==> src/rtl/rr_arb16_idx.sv <==
// 16-requester round-robin arbiter with a registered 4-bit grant index and valid.
// A grant is held until done, the owner's request drops, or an optional hold timeout.
module rr_arb16_idx #(
    parameter int unsigned MAX_HOLD = 0
) (
    input  logic        clk,
    input  logic        rst_n,
    input  logic        en,
    input  logic [15:0] req,
    input  logic        done,
    output logic [3:0]  gnt_idx,
    output logic        gnt_vld,
    output logic        timeout
);

    typedef enum logic [0:0] {StIdle, StGrant} state_e;

    localparam logic [7:0] HoldLast = 8'(MAX_HOLD - 1);

    state_e      state_q, state_d;
    logic [3:0]  ptr_q, ptr_d;
    logic [3:0]  idx_q, idx_d;
    logic [7:0]  hold_q, hold_d;
    logic        timeout_q, timeout_d;

    logic [31:0] req_dbl;
    logic [15:0] req_rot;
    logic [3:0]  win_off;
    logic [3:0]  winner;
    logic        owner_req;
    logic        expire;
    logic        release_gnt;

    // Rotate so bit 0 is the requester at ptr; the lowest set bit is the winner offset.
    always_comb begin
        req_dbl = {req, req};
        req_rot = req_dbl[ptr_q +: 16];
        win_off = '0;
        for (int k = 15; k >= 0; k--) begin
            if (req_rot[k]) begin
                win_off = 4'(k);
            end
        end
        winner = ptr_q + win_off;
    end

    assign owner_req   = req[idx_q];
    assign expire      = (MAX_HOLD != 0) && (hold_q == HoldLast);
    assign release_gnt = done || !owner_req || expire;

    always_ff @(posedge clk or negedge rst_n) begin
        if (!rst_n) begin
            state_q <= StIdle;
        end else begin
            state_q <= state_d;
        end
    end

    always_comb begin
        state_d = state_q;
        unique case (state_q)
            StIdle:  if (en && (|req)) state_d = StGrant;
            StGrant: if (release_gnt)  state_d = StIdle;
            default: state_d = StIdle;
        endcase
    end

    always_comb begin
        ptr_d     = ptr_q;
        idx_d     = idx_q;
        hold_d    = hold_q;
        timeout_d = 1'b0;
        unique case (state_q)
            StIdle: begin
                if (en && (|req)) begin
                    idx_d  = winner;
                    hold_d = '0;
                end
            end
            StGrant: begin
                if (release_gnt) begin
                    ptr_d     = idx_q + 4'd1;
                    // Only flag a timeout when expiry is the sole release cause.
                    timeout_d = expire && owner_req && !done;
                end else if (MAX_HOLD != 0) begin
                    hold_d = hold_q + 8'd1;
                end
            end
            default: ;
        endcase
    end

    always_ff @(posedge clk or negedge rst_n) begin
        if (!rst_n) begin
            ptr_q     <= '0;
            idx_q     <= '0;
            hold_q    <= '0;
            timeout_q <= 1'b0;
        end else begin
            ptr_q     <= ptr_d;
            idx_q     <= idx_d;
            hold_q    <= hold_d;
            timeout_q <= timeout_d;
        end
    end

    assign gnt_idx = idx_q;
    assign gnt_vld = (state_q == StGrant);
    assign timeout = timeout_q;

endmodule

==> config.mk <==
export PLATFORM = sky130hd
export DESIGN_NAME = rr_arb16_idx
export DESIGN_NICKNAME = d
export VERILOG_FILES = /design/src/rtl/rr_arb16_idx.sv
export SDC_FILE = /design/constraint.sdc
export NUM_CORES = 1
export LEC_CHECK = 0
export ABC_AREA = 0
export BUFFER_PORTS_ARGS = -buffer_cell sky130_fd_sc_hd__buf_2
export CAP_MARGIN = 15
export CORE_MARGIN = 1
export CORE_UTILIZATION = 25
export DETAILED_ROUTE_END_ITERATION = 6
export GPL_ROUTABILITY_DRIVEN = 0
export PLACE_DENSITY = 0.38
export SYNTH_ARGS = -nofsm -noshare
export SYNTH_HDL_FRONTEND = slang
export SYNTH_SLANG_ARGS = --single-unit
==> constraint.sdc <==
create_clock -name clk -period 9.7 [get_ports clk]
set_clock_uncertainty 0.05 [all_clocks]
set_input_delay 0.485 -clock clk [delete_from_list [all_inputs] [get_ports clk]]
set_output_delay 0.485 -clock clk [all_outputs]
set_load 0.01 [all_outputs]
==> flow_summary_export.csv <==
group,metric,value,unit
grt,grt_pass1_vias,1611,
timing,finalCritPeriodShare,39.9,%
routing,routed_via_density,5.64,
die,io_pins,26,
min_path,hold_path.class,"in2async",
clock_network,root_buffer,"clkbuf_8",
yosys,synth.mux.area_fraction,45.4,%
finish,drive_gt1_share,34.6,%
critical_path,endpoint_kind,"flop",
finish,synthToLayoutAreaGrowth,13.8,%
power,leakagePower,0.790,nW
yosys,syn_area_per_cell,10.1,um2
clock_network,insertion_delay,0.23,ns
routing,drc_errors,0,
yosys,yosysMostFrequentCell,"mux4_2",
run,maxCapViolations,0,
yosys,synthAdderAreaFrac,3.97,%
routing,finalWirelength,5220,um
yosys,yosys.area_share.xor_xnor,1.99,%
grt,grt.overflow.total,0,
grt,grt_max_degree,23,
clock_network,cts.repair.resized,0,
yosys,synth_top_area_share,26.8,%
critical_path,cp_max_fo,22,
finish,nFillCells,720,
yosys,ys_seq_area_share,12.8,%
yosys,ys_types,54,
yosys,synth_area_leaders,"mux4_2, dfrtp_1, mux2i_1, mux2_2, nand2_1",
grt,grt_busiest_layer,"met2",
timing,worstMarginPinSlew,0.901,ns
yosys,ys.flop_type,"dfrtp_1",
finish,nets,217,
die,start_util,25.9,%
power,peakVddDrop,149,uV
power,powerDensity,383,nW/um2
clock_network,clkTransAtPathRegs,0.04,ns
clock_network,cts_hold_buf,0,
die,die_h,86.0,um
grt,antenna_found_initial,0,
critical_path,critical_path_class,"reg2reg",
grt,grtUsageTotal,14.4,%
timing,min_period,3.87,ns
timing,setup_violations,0,
timing,relSlewSlack,40.0,%
finish,diodes,0,
finish,seq_area,225,um2
routing,routedWlPerCell,18.2,um
finish,fin_area,2010,um2
die,core,6790,um2
critical_path,required,9.75,ns
grt,grt_pass1_wl,8380,um
yosys,synth_seq_cells,9,
yosys,async_flop_share,100,%
grt,grt_util_met3,2.98,%
routing,dr.pass1.iters,4,
yosys,yosys-top-cells-count,"mux4_2, mux2i_1, nand2_1",
yosys,synthesis.area,1760,um2
yosys,synth_compound_area_share,16.7,%
clock_network,clock-sinks,9,
placement,placed_cell_area,1930,um2
routing,vias,1620,
critical_path,crit_path_start_kind,"flop",
die,die_w,86.0,um
yosys,synth-simple-area-share,14.5,%
timing,finalHoldViolCount,0,
routing,ant_nets,0,
critical_path,arrival,3.92,ns
die,die_area,7390,um2
clock_network,cts_inserted_buffers,3,
yosys,synth_top_family_by_area,"multiplexers",
finish,multi_input_area,1460,um2
clock_network,htree_num_levels,1,
yosys,synth_edf_count,0,
yosys,synth.largest_area_cell,"mux4_2",
timing,slew_violations,0,
timing,fmax,258,MHz
routing,drt_iter0_drc,49,
timing,rsz0062_at_grt,"false",
clock_network,cts_setup_buffers,0,
placement,numPortBuffers,24,
run_status,status,"finished clean",
timing,tns,0,ns
yosys,synth_warnings,0,
clock_network,cts_tree,"built",
yosys,synth_nets,200,
grt,grtUsageMet2,24.8,%
yosys,synth_cells,175,
placement,dp_hpwl,4000,um
die,row_count,30,
grt,grtUsageMet1,19.1,%
clock_network,clockBufferDepth,2,
-- worst max-delay path, stage by stage (launching register included) --
cell and delay, ns:
dfrtp_1 0.92, mux4_2 0.67, mux2_2 0.32, o21a_1 0.18
o211ai_1 0.16, a31oi_1 0.16, o41ai_2 0.40, ha_1 0.25
a21o_1 0.12, a21oi_1 0.07, xnor2_1 0.18, nor2_1 0.06
o2111ai_1 0.11, nand3_1 0.09
-- cell type report --
class                   count  share of cell area [%]
multi-input cells         151                    72.8
flip-flops and latches      9                    11.2
repair buffers             25                    7.36
well taps                  96                    5.99
clock buffers               4                    2.25
inverters                   2                   0.374
-- placed cells by master, fill, tap and decap left out, drive strengths merged, types with 4 or more instances in the layout --
| cell type | synthesis | routed |
|---|---|---|
| a211oi | 4 | 4 |
| a21o | 4 | 4 |
| a21oi | 7 | 7 |
| buf | 10 | 25 |
| clkbuf | 3 | 4 |
| dfrtp | 9 | 9 |
| ha | 4 | 4 |
| mux2 | 11 | 11 |
| mux2i | 20 | 20 |
| mux4 | 21 | 21 |
| nand2 | 17 | 17 |
| nor2 | 10 | 10 |
| nor4 | 4 | 4 |
-- registers in the layout (all words and copies together), names as in the netlist --
register  flops
gnt_vld       1
gnt_idx       4
ptr_q         4
-- power by group --
group | switching [W] | total (W) | leakage (nW) | internal [W]
registers | 0.0000718 | 0.000127 | 0.108 | 0.0000556
logic | 0.000297 | 0.000600 | 0.660 | 0.000302
clock network | 0.0000135 | 0.0000420 | 0.0228 | 0.0000285
total | 0.000383 | 0.000769 | 0.790 | 0.000386
-- worst paths after layout --
path                            startpoint          to  slack [ns]  cells past startpoint
worst max-delay path              ptr_q[3]  gnt_idx[3]        5.83                     13
worst min-delay path                 rst_n    ptr_q[1]        0.05                      1
worst max register to register    ptr_q[3]  gnt_idx[3]        5.83                     13
worst min register to register     gnt_vld     gnt_vld        0.50                      2
max in group asynchronous            rst_n  gnt_idx[2]        9.37                      1
min in group clk                      done     gnt_vld        0.48                      4
-- metal layers --
metal	routed length, um	up-vias
li1	-	733
met1	2440	833
met2	2540	52
met3	235	2
met4	13	0
met5	0	-
-- through the flow --
stage	setup WS, ns	power (W)	utilization (%)	std cells	hold WS [ns]
floorplan	6.43	0.000577	-	175	0.139
global route	5.53	0.000829	29.5	287	0.0549
finish	5.83	0.000769	29.5	287	0.0498
CTS	5.54	0.000748	29.1	286	0.0566
global placement	5.59	0.000703	28.5	282	0.295
detailed placement	5.56	0.000702	28.5	282	0.298
-- cell families after synthesis --
kind of cell | after synthesis
other | 1
adder cells (fa/ha/maj) | 5
buffers and inverters | 15
AND/OR/NAND/NOR | 51
multiplexers | 52
flip-flops | 9
AO/OA/AOI/OAI | 38
XOR/XNOR | 4
(Power assumes the default switching activity.)
